`config.mk`:
```
export PLATFORM = sky130hd
export DESIGN_NAME = pipeline_ctrl
export DESIGN_NICKNAME = d
export VERILOG_FILES = /design/src/rtl/pipeline_ctrl.sv
export SDC_FILE = /design/constraint.sdc
export NUM_CORES = 1
export LEC_CHECK = 0
export CAP_MARGIN = 15
export CORE_MARGIN = 2
export CORE_UTILIZATION = 63
export DETAILED_ROUTE_END_ITERATION = 10
export DONT_BUFFER_PORTS = 1
export GPL_ROUTABILITY_DRIVEN = 0
export HOLD_SLACK_MARGIN = 0.03
export PLACE_DENSITY_LB_ADDON = 0.08
export RECOVER_POWER = 50
export SYNTH_ARGS = -nofsm -noshare
export SYNTH_HDL_FRONTEND = slang
export SYNTH_SLANG_ARGS = --single-unit
```
`constraint.sdc`:
```
create_clock -name clk -period 8.45 [get_ports clk]
set_input_delay 2.535 -clock clk [delete_from_list [all_inputs] [get_ports clk]]
set_output_delay 2.535 -clock clk [all_outputs]
set_load 0.05 [all_outputs]
```
`src/rtl/pipeline_ctrl.sv`:
```
// Stall/flush sequencer for the five-stage rv32i pipeline: tracks outstanding fetch and
// data-memory transactions, merges hazards and redirects into stage enables and flushes.
module pipeline_ctrl #(
    parameter int CNT_W = 32
) (
    input  logic             clk,
    input  logic             rst,
    input  logic             imem_resp,
    input  logic             dmem_need,
    input  logic             dmem_resp,
    input  logic             load_use,
    input  logic             br_taken,
    output logic             imem_req,
    output logic             dmem_req,
    output logic             pc_we,
    output logic             if_id_we,
    output logic             id_ex_we,
    output logic             ex_mem_we,
    output logic             mem_wb_we,
    output logic             if_id_flush,
    output logic             id_ex_flush,
    output logic             fbuf_we,
    output logic             fbuf_sel,
    output logic             dbuf_we,
    output logic [CNT_W-1:0] stall_cnt,
    output logic [CNT_W-1:0] flush_cnt,
    output logic [1:0]       dbg_fetch_state,
    output logic [1:0]       dbg_data_state
);

    typedef enum logic [1:0] {I_IDLE = 2'd0, I_WAIT = 2'd1, I_HELD = 2'd2} fetch_state_t;
    typedef enum logic [1:0] {D_IDLE = 2'd0, D_WAIT = 2'd1, D_DONE = 2'd2} data_state_t;

    localparam logic [CNT_W-1:0] CNT_ONE = {{(CNT_W-1){1'b0}}, 1'b1};

    fetch_state_t     r_fstate, w_fstate_next;
    data_state_t      r_dstate, w_dstate_next;
    logic [CNT_W-1:0] r_stall_cnt, r_flush_cnt;
    logic             w_imem_busy, w_dmem_busy, w_advance;

    always_ff @(posedge clk or posedge rst) begin
        if (rst) begin
            r_fstate <= I_IDLE;
            r_dstate <= D_IDLE;
        end else begin
            r_fstate <= w_fstate_next;
            r_dstate <= w_dstate_next;
        end
    end

    // Every output is forced low while rst is high, even though IDLE would request.
    always_comb begin
        w_imem_busy = (r_fstate == I_IDLE) || (r_fstate == I_WAIT && !imem_resp);
        w_dmem_busy = dmem_need && ((r_dstate == D_IDLE) || (r_dstate == D_WAIT && !dmem_resp));
        w_advance   = !rst && !(w_imem_busy || w_dmem_busy);
        pc_we       = w_advance && (br_taken || !load_use);
        if_id_we    = pc_we;
        id_ex_we    = w_advance;
        ex_mem_we   = w_advance;
        mem_wb_we   = w_advance;
        id_ex_flush = w_advance && (br_taken || load_use);
        if_id_flush = w_advance && br_taken;
    end

    always_comb begin
        w_fstate_next = r_fstate;
        imem_req      = 1'b0;
        fbuf_we       = 1'b0;
        fbuf_sel      = 1'b0;
        case (r_fstate)
            I_IDLE: begin
                imem_req      = 1'b1;
                w_fstate_next = I_WAIT;
            end
            I_WAIT: begin
                if (imem_resp) begin
                    if (pc_we) begin
                        imem_req = 1'b1;
                    end else begin
                        fbuf_we       = 1'b1;
                        w_fstate_next = I_HELD;
                    end
                end
            end
            I_HELD: begin
                fbuf_sel = 1'b1;
                if (pc_we) begin
                    imem_req      = 1'b1;
                    w_fstate_next = I_WAIT;
                end
            end
            default: w_fstate_next = I_IDLE;
        endcase
        if (rst) begin
            imem_req = 1'b0;
            fbuf_we  = 1'b0;
            fbuf_sel = 1'b0;
        end
    end

    // A completed access parks in D_DONE so the request is not reissued while frozen.
    always_comb begin
        w_dstate_next = r_dstate;
        dmem_req      = 1'b0;
        dbuf_we       = 1'b0;
        case (r_dstate)
            D_IDLE: begin
                if (dmem_need) begin
                    dmem_req      = 1'b1;
                    w_dstate_next = D_WAIT;
                end
            end
            D_WAIT: begin
                if (dmem_resp) begin
                    dbuf_we       = 1'b1;
                    w_dstate_next = w_advance ? D_IDLE : D_DONE;
                end
            end
            D_DONE: begin
                if (w_advance) w_dstate_next = D_IDLE;
            end
            default: w_dstate_next = D_IDLE;
        endcase
        if (rst) begin
            dmem_req = 1'b0;
            dbuf_we  = 1'b0;
        end
    end

    always_ff @(posedge clk or posedge rst) begin
        if (rst) begin
            r_stall_cnt <= '0;
            r_flush_cnt <= '0;
        end else begin
            if (!pc_we && r_stall_cnt != '1) r_stall_cnt <= r_stall_cnt + CNT_ONE;
            if (if_id_flush && r_flush_cnt != '1) r_flush_cnt <= r_flush_cnt + CNT_ONE;
        end
    end

    assign stall_cnt       = r_stall_cnt;
    assign flush_cnt       = r_flush_cnt;
    assign dbg_fetch_state = r_fstate;
    assign dbg_data_state  = r_dstate;

endmodule

```
==> metrics.md, run 1 <==
| Metric | Value |
|---|---|
| Outcome | complete, no violations |
| Number of setup buffers added after CTS | 0 |
| Worst Clk Skew | 0.00672 ns |
| Remaining DRCs | 0 |
| Critical Path RT | 5.92 ns |
| CP peak stage delay | 0.68 ns |
| TritonRoute pass-1 iters | 4 |
| Synth Instances | 326 |
| Resized cells post-CTS | 0 |
| Post-Synth Simple-Gate Area | 27.2% |
| CTS tree | built |
| Die Area | 6040 um2 |
| FF+latch count, synth | 68 |
| Final hold violations | 0 |
| Clock-pin slew on the worst setup and hold paths | 0.06 ns |
| Dpl cells | 393 |
| Post-synthesis average cell area | 10.5 um2 |
| Tot GR Track Use | 25.4% |
| Crit start category | input port |
| Cell Chain, Critical Path | clkinvlp_2 -> o2111ai_1 -> inv_1 -> nand2_1 -> a21o_1 -> a21oi_1 -> buf_4 |
| Setup TNS | 0 ns |
| Area share of fa/ha/maj cells after synthesis | 0.731% |
| H-tree depth | 3 |
| Cell row count | 26 |
| Largest family of logic cells by synthesized area | simple AND/OR/NAND/NOR gates |
| Post-Route WL | 7210 um |
| N_diodes | 0 |
| Post-Syn Nets | 335 |
| Slew headroom | 40.1% |
| CP max FO | 20 |
| XOR/XNOR share of the synthesized area | 15.1% |
| Critical path class | input port to primary output |
| Worst slew pin tran | 0.896 ns |
| Clock Path Buffers | 2 |
| Final Max Slew Viols | 0 |
| Cell area after synthesis | 3420 um2 |
| Buf/Inv on CP | 3 |
| Detail Route Antenna Nets | 0 |
| Arrival time of the worst setup path | 4.56 ns |
| Cell taking the most area after synthesis | dfrtp_1 |
| Io pins | 87 |
| Later-pin clock latency in the skew report | 0.34 ns |
| Tmin final | 7.09 ns |
| Leading post-synthesis cells by cell area | dfrtp_1 (50%), xnor2_1 (13%), nand4_1 (5.8%) |
| Die W | 77.7 um |
| Crit-path leading delay family | buffers and inverters |
| Util after Layout | 73.1% |
| P&R area growth vs syn | 10.4% |
| CTS buffer count | 9 |
| MaxCap Viol Count | 0 |
| Pwr Density | 283 nW/um2 |
| Compound-gate portion of the synthesized area | 3.58% |
| Root buffer cell | clkbuf_8 |
| 1st-iter DRT viols | 180 |
| YS warnings | 0 |
| Final Cycle Share | 83.9% |
| Post-route cell area | 3780 um2 |
| Placed wire-length estimate | 5250 um |
| Core Area | 5170 um2 |
| Initial antenna violation count | 0 |
| Final setup viols | 0 |
| Port Buffers | 0 |
| Vias in the first global route | 2312 |
| Most common cell after layout, fill and taps aside | dfrtp_1 |
| Final #Nets | 343 |
| Setup crit end kind | primary output |
| Worst Hold Class | flop to flop |
| Leak | 0.00162 uW |
| WL/cell | 17.6 um |
| Layout cells sized above 1 | 10.9% |
| Seq/Total Area, Yosys | 49.7% |
| RSZ-0062 raised after global routing | no |
| Peak VDD IR | 0.215 mV |
| Clk sink count | 68 |
| Top cell type's share of synthesized area | 49.7% |
| Fmax achieved | 141 MHz |
| CP max stage cell | clkinvlp_2 |
| Most frequent cells in the layout | dfrtp_1 (68), xnor2_1 (50), nand4_1 (32) |
| Largest net degree at the start of global routing | 54 |
| Mux contribution to synthesized area | 1.32% |
| DP Area | 3520 um2 |
| First-pass GRT wire length | 11900 um |
| Hold-fix buffers, CTS | 0 |
| Vias per cell | 6.26 |
| Synth cell types | 42 |
| Die Height | 77.7 um |
| GRT overflow | 0 |
| Non-Filler Instances | 409 |
| Via count | 2562 |
| Initial Util | 66.2% |
-- Yosys cell counts (all sizes together) --
master / count
nor2b: 1
and3: 16
nor2: 16
nand2b: 6
ha: 2
and2: 6
dfrtp: 68
nand4b: 3
a21o: 2
xnor2: 50
or4b: 1
or3: 1
buf: 6
and4b: 1
a31oi: 5
inv: 5
nor3b: 1
o211ai: 1
or2: 1
a21oi: 5
nor4: 7
nand4: 33
o2111a: 1
clkbuf: 4
o2111ai: 2
nand2: 27
nand3: 24
nor3: 9
xor2: 9
and4: 8
mux2: 4
a41oi: 1
-- state kept, by name, indices dropped and copies added, names as in the netlist --
name             flops
flush_cnt           32
stall_cnt           32
dbg_data_state       2
dbg_fetch_state      2
-- per-layer routing --
metal	up-vias	track usage (%)	wire, um
met5	-	0	0
met1	1253	36.1	3200
met4	0	10.4	127
met2	104	35.7	3280
met3	14	8.49	600
li1	1191	-	-
-- cell families (layout without fill, tap and decap cells) --
family | count (synthesis) | count (layout)
and+or+nand+nor | 161 | 161
buffers and inverters | 15 | 28
xor gates and xnor gates | 59 | 59
DFF | 68 | 68
muxes | 4 | 4
AOI/OAI and AO/OA | 17 | 17
adders and majority gates | 2 | 2
-- power breakdown --
part           internal [uW]  switching [uW]
combinational           62.9             108
clock                    234             116
sequential               359             190
total                    657             414
-- stage by stage --
stage	hold WS [ns]	total power [uW]	worst slack, ns
finish	0.833	1070	1.36
detailed placement	0.822	729	1.63
global placement	0.817	723	1.65
global route	0.854	1120	1.06
CTS	0.833	1080	1.64
floorplan	0.778	688	-0.00570
-- path summary, 6_finish.rpt --
check	slack (ns)	depth (start not counted)	to	startpoint
worst max-delay path	1.36	7	imem_req	rst
worst min-delay path	0.83	1	flush_cnt[18]	flush_cnt[18]
worst max register to register	5.53	5	flush_cnt[21]	dbg_fetch_state[0]
worst min register to register	0.83	1	flush_cnt[18]	flush_cnt[18]
max in group asynchronous	5.14	2	flush_cnt[22]	rst
min in group asynchronous	2.21	1	dbg_fetch_state[0]	rst
-- final cells by class --
class / count / area, um2
Multi-Input combinational cell: 243 / 1650
Fill cell: 383 / 1390
Inverter: 5 / 20.0
Tap cell: 70 / 87.6
Clock inverter: 4 / 120
Clock buffer: 12 / 145
Sequential cell: 68 / 1700
Timing Repair Buffer: 7 / 52.6
Power figures use the tool's default switching activity.
==> run 2: changes to the inputs <==
--- a/config.mk
+++ b/config.mk
@@ -5,9 +5,10 @@
 export SDC_FILE = /design/constraint.sdc
 export NUM_CORES = 1
 export LEC_CHECK = 0
+export ABC_AREA = 1
 export CAP_MARGIN = 15
 export CORE_MARGIN = 2
-export CORE_UTILIZATION = 63
+export CORE_UTILIZATION = 64
 export DETAILED_ROUTE_END_ITERATION = 10
 export DONT_BUFFER_PORTS = 1
 export GPL_ROUTABILITY_DRIVEN = 0
==> constraint.sdc (replaced) <==
create_clock -name clk -period 7.4 [get_ports clk]
set_input_delay 2.22 -clock clk [delete_from_list [all_inputs] [get_ports clk]]
set_output_delay 2.22 -clock clk [all_outputs]
set_load 0.05 [all_outputs]
==> run 2 against run 1 <==
- sequential power is 11% higher
- the flow now finishes with violations (max-capacitance violations, max-slew violations)
- hold slack better by 0.011 ns
- setup slack worse by 0.096 ns
- highest routed layer unchanged
- critical path type unchanged
- largest cell class is now multi-input combinational cells
==> metrics.md, run 2 <==
| Metric | Value |
|---|---|
| Outcome | finished, violations left |
| Failing checks | max-capacitance violations, max-slew violations |
| Buf/Inv on CP | 2 |
| Peak VDD IR | 0.234 mV |
| Die W | 88.9 um |
| Hold-fix buffers, CTS | 0 |
| Final setup viols | 0 |
| Final Power | 1120 uW |
| Leak | 0.00229 uW |
| Arrival time of the worst setup path | 3.92 ns |
| Vias in the first global route | 4164 |
| YS warnings | 0 |
| Critical path class | input port to primary output |
| Number of enable flip-flop cells after synthesis | 0 |
| Hold Crit Start | flush_cnt[1] |
| Setup TNS | 0 ns |
| N_diodes | 0 |
| Worst Clk Skew | 0.0103 ns |
| First-pass GRT wire length | 18800 um |
| Ys async rst share | 100% |
| Clock Path Buffers | 2 |
| Main flop type after synthesis | dfrtp_1 |
| Synth cell types | 23 |
| Number of setup buffers added after CTS | 0 |
| Cell Chain, Critical Path | nand2_1 -> a21oi_1 -> nand2_1 -> inv_1 -> clkbuf_1 |
| Via count | 4574 |
| Commonest cells post-synth | nand2_1 (394), nor2_1 (112), dfrtp_1 (68) |
| Final Cycle Share | 82.9% |
| Multi-input gate area in the final layout | 2560 um2 |
| Hold Crit Endpoint | flush_cnt[1] |
| Cell row count | 30 |
| TritonRoute pass-1 iters | 5 |
| WL/cell | 13.0 um |
| Crit start category | input port |
| Register area | 1700 um2 |
| Die Height | 88.9 um |
| CTS tree | built |
| Vias per cell | 5.37 |
| Dpl ws | 1.43 ns |
| Reg2reg path depth | 8 |
| Final #Nets | 759 |
| R2R Setup Slk | 4.55 ns |
| Dpl cells | 835 |
| P&R area growth vs syn | 4.15% |
| Worst Hold Class | flop to flop |
| Worst slew pin tran | 3.58 ns |
| Remaining DRCs | 0 |
| Seq/Total Area, Yosys | 36.9% |
| Leading post-synthesis cells by cell area | dfrtp_1 (37%), nand2_1 (32%), nor2_1 (9.1%) |
| H-tree depth | 3 |
| Port Buffers | 0 |
| Post-synthesis average cell area | 6.14 um2 |
| Slew headroom | -139% |
| Most numerous cell in the Yosys netlist | nand2_1 |
| Core Area | 6870 um2 |
| Fillcell total | 621 |
| Later-pin clock latency in the skew report | 0.34 ns |
| Worst hold path stage count | 2 |
| Cell area after synthesis | 4610 um2 |
| Cell taking the most area after synthesis | dfrtp_1 |
| CP max stage cell | clkbuf_1 |
| FF+latch count, synth | 68 |
| Detail Route Antenna Nets | 0 |
| Initial Util | 67.1% |
| Fmax achieved | 163 MHz |
| Resized cells post-CTS | 0 |
| Setup crit end kind | primary output |
| Initial antenna violation count | 0 |
| Top cell type's share of synthesized area | 36.9% |
| Tot GR Track Use | 30.0% |
| Clk sink count | 68 |
| Final hold violations | 0 |
| Die Area | 7900 um2 |
| Critical Path RT | 5.18 ns |
| CP most frequent cell | nand2_1 |
| CP peak stage delay | 1.29 ns |
| PnR worst setup slack | 1.26 ns |
| MaxCap Viol Count | 2 |
| Pwr Density | 233 nW/um2 |
| CTS buffer count | 9 |
| RSZ-0062 raised after global routing | no |
| Root buffer cell | clkbuf_8 |
| Layout cells sized above 1 | 3.97% |
| Final Max Slew Viols | 71 |
| Hold WS | 0.844 ns |
| CP max FO | 4 |
| RR Endpoint | flush_cnt[3] |
| Most common cell after layout, fill and taps aside | nand2_1 |
| Post-Syn Nets | 760 |
| Reg2reg start | dbg_fetch_state[1] |
| Largest net degree at the start of global routing | 69 |
| Io pins | 87 |
| 1st-iter DRT viols | 430 |
| Non-Filler Instances | 851 |
| Tmin final | 6.14 ns |
| Most frequent cells in the layout | nand2_1 (394), nor2_1 (112), dfrtp_1 (68) |
| Placed wire-length estimate | 8220 um |
| Synth Instances | 751 |
| Clock-pin slew on the worst setup and hold paths | 0.07 ns |
| GRT overflow | 0 |
| Crit-path leading delay family | buffers and inverters |
| Post-Route WL | 11100 um |
-- run 2: final cells by class --
cell class / count / share of cell area (%)
repair buffers: 3 / 0.313
flip-flops and latches: 68 / 35.4
clock inverters: 4 / 0.521
well taps: 96 / 2.50
multi-input cells: 605 / 53.2
clock buffers: 12 / 3.02
inverters: 63 / 4.98
-- run 2: how the worst max path moves through the flow --
| stage | startpoint | endpoint | slack, ns | cells past startpoint |
|---|---|---|---|---|
| after CTS | imem_resp | imem_req | 1.43 | 6 |
| after global routing | imem_resp | ex_mem_we | 1.13 | 5 |
| after global placement | imem_resp | imem_req | 1.48 | 6 |
| after detailed placement | imem_resp | imem_req | 1.43 | 6 |
| after floorplan | rst | imem_req | 0.71 | 3 |
| final | imem_resp | ex_mem_we | 1.26 | 5 |
-- run 2: cell families (layout without fill, tap and decap cells) --
group           Yosys count  after routing  share of synthesized area (%)
simple gates            563            563                           48.4
xor+xnor                 26             26                           4.94
compound gates           14             14                           1.57
flops                    68             68                           36.9
buf+inv                  78             82                           7.65
fa+ha+maj                 2              2                          0.543
-- run 2: worst reg2reg max path: stages (launching register included) --
cell and delay, ns:
dfrtp_1 0.69, inv_1 0.16, a21oi_1 0.21, nand2_1 0.12, nor2_2 0.52, nand2_4 0.37
inv_2 0.51, nand2_1 0.13, nand2_1 0.08
-- run 2: report_power, final --
part | leakage [uW] | internal [uW] | switching, uW
clock network | 0.0000824 | 130 | 144
registers | 0.000930 | 407 | 200
logic | 0.00128 | 61.0 | 178
total | 0.00229 | 598 | 523
-- run 2: per-layer routing --
layer | track usage, % | wire length, um | up-vias
met5 | 0 | 0 | -
met4 | 7.85 | 171 | 0
met3 | 6.16 | 1050 | 18
met2 | 46.1 | 4790 | 196
met1 | 43.2 | 5080 | 2080
li1 | - | - | 2280
-- run 2: stage by stage --
stage	cell area (um2)	utilization, %
floorplan	4610	-
global placement	4640	67.5
detailed placement	4640	67.5
CTS	4810	70.0
global route	4800	69.9
finish	4800	69.9
==> run 3: changes to the inputs <==
==> constraint.sdc (replaced) <==
create_clock -name clk -period 5.95 [get_ports clk]
set_input_delay 1.785 -clock clk [delete_from_list [all_inputs] [get_ports clk]]
set_output_delay 1.785 -clock clk [all_outputs]
set_load 0.05 [all_outputs]
==> run 3 against run 2 <==
- the run still ends with max-capacitance violations, max-slew violations left
- critical path type unchanged
- first-iteration DRC count shrank 12%
- power grew 37%
- count of clock-buffer cells in the layout shrank 2
- via count shrank 1.3%
- wire length grew 1.2%
- final area grew 2.2%
- combinational power grew 29%
- final cell count grew 0.35%
- hold slack lost 0.0041 ns
==> metrics.md, run 3 (synthesis gave the netlist of run 2 again) <==
| Metric | Value |
|---|---|
| Flop pwr share | 49.0% |
| Final setup viols | 0 |
| 1st-iter DRT viols | 377 |
| Die Height | 88.9 um |
| Initial antenna violation count | 0 |
| Failing checks | max-capacitance violations, max-slew violations |
| CP max FO | 4 |
| Arrival time of the worst setup path | 3.52 ns |
| Detail Route Antenna Nets | 0 |
| MaxCap Viol Count | 1 |
| Clock power frac | 30.9% |
| N_diodes | 0 |
| Final hold violations | 0 |
| Outcome | finished, violations left |
| Clk sink count | 68 |
| Crit path from | imem_resp |
| Fmax achieved | 189 MHz |
| Cell row count | 30 |
| Util after Layout | 71.4% |
| Clock Path Buffers | 2 |
| Slew headroom | -18.7% |
| Setup crit end kind | primary output |
| RR Endpoint | flush_cnt[8] |
| Vias per cell | 5.29 |
| Largest net degree at the start of global routing | 69 |
| Later-pin clock latency in the skew report | 0.35 ns |
| Hold Crit Start | stall_cnt[1] |
| Final #Nets | 762 |
| Setup TNS | 0 ns |
| Number of setup buffers added after CTS | 0 |
| PnR worst setup slack | 0.647 ns |
| Worst Hold Class | flop to flop |
| Post-Route WL | 11200 um |
| CTS tree | built |
| Root buffer cell | clkbuf_8 |
| P&R area growth vs syn | 6.43% |
| Reg2reg path depth | 8 |
| Remaining DRCs | 0 |
| Peak VDD IR | 0.311 mV |
| Final Max Slew Viols | 2 |
| Resized cells post-CTS | 0 |
| First-pass GRT wire length | 18800 um |
| Critical path class | input port to primary output |
| Reg2reg start | dbg_fetch_state[1] |
| Logic gate share of total power | 20.0% |
| Die W | 88.9 um |
| Pwr Density | 313 nW/um2 |
| Post-route cell area | 4910 um2 |
| Port Buffers | 0 |
| H-tree depth | 3 |
| Via count | 4514 |
| GRT overflow | 0 |
| Tot GR Track Use | 30.4% |
| Critical Path RT | 4.16 ns |
| WL/cell | 13.2 um |
| Core Area | 6870 um2 |
| Initial Util | 67.1% |
| R2R Setup Slk | 3.01 ns |
| Tmin final | 5.30 ns |
| Final Cycle Share | 89.1% |
| Hold-fix buffers, CTS | 0 |
| Placed wire-length estimate | 8230 um |
| Leak | 0.00235 uW |
| DP Area | 4660 um2 |
| CTS buffer count | 9 |
| Worst hold path stage count | 2 |
| RSZ-0062 raised after global routing | no |
| Net Sw Frac | 43.0% |
| P_int | 877 uW |
| Worst Clk Skew | 0.00968 ns |
| Io pins | 87 |
| Clock-pin slew on the worst setup and hold paths | 0.07 ns |
| TritonRoute pass-1 iters | 7 |
| Die Area | 7900 um2 |
| Most frequent cells in the layout | nand2_1 (394), nor2_1 (112), dfrtp_1 (68) |
| Fillcell total | 615 |
| Layout cells sized above 1 | 4.75% |
| P_sw | 661 uW |
| Crit start category | input port |
| Vias in the first global route | 3979 |
| Most common cell after layout, fill and taps aside | nand2_1 |
| Worst slew pin tran | 1.78 ns |
| Final Power | 1540 uW |
| Dpl ws | 0.954 ns |
| Hold Crit Endpoint | stall_cnt[1] |
-- run 3: cell types whose count changed in the layout (fill, tap and decap cells not counted) --
cell	change
buf_4	+4
bufinv_16	+3
clkbuf_1	-3
clkinv_2	-1
clkinv_4	+1
clkinvlp_4	-1
-- run 3: power groups by stage --
stage               Combinational [uW]  Clock, uW  Sequential (uW)
floorplan                          279          0              742
global placement                   297          0              761
detailed placement                 310          0              764
CTS                                310        481              754
global route                       348        505              767
finish                             308        476              754
-- run 3: metrics by stage --
stage / cells / hold WS, ns
3_3_place_gp: 838 / 0.823
5_1_grt: 854 / 0.870
6_report: 854 / 0.840
3_5_place_dp: 838 / 0.829
2_1_floorplan: 751 / 0.783
4_1_cts: 854 / 0.842
-- run 3: how the worst max path moves through the flow --
stage,to,depth (start not counted)
3_3_place_gp,if_id_we,5
6_report,mem_wb_we,5
4_1_cts,if_id_we,5
5_1_grt,mem_wb_we,5
2_1_floorplan,imem_req,3
3_5_place_dp,if_id_we,5
-- run 3: layout make-up --
type / count / area, um2 / area share (%)
well taps: 96 / 120 / 2.45
flip-flops and latches: 68 / 1700 / 34.7
multi-input cells: 605 / 2560 / 52.1
clock inverters: 6 / 111 / 2.27
inverters: 63 / 239 / 4.87
repair buffers: 6 / 41.3 / 0.841
clock buffers: 10 / 138 / 2.80
-- run 3: routing by layer --
metal / global-route usage, % / wire length (um) / up-vias
met3: 9.51 / 1090 / 19
met5: 0 / 0 / -
met4: 8.68 / 148 / 0
met2: 44.7 / 4910 / 192
li1: - / - / 2277
met1: 43.1 / 5080 / 2026
-- run 3: worst max-delay path, cell delays in order --
cell      delay [ns]
nand2_1         0.04
a21oi_1         0.22
nand2_1         0.13
inv_1           0.06
clkbuf_1        1.28
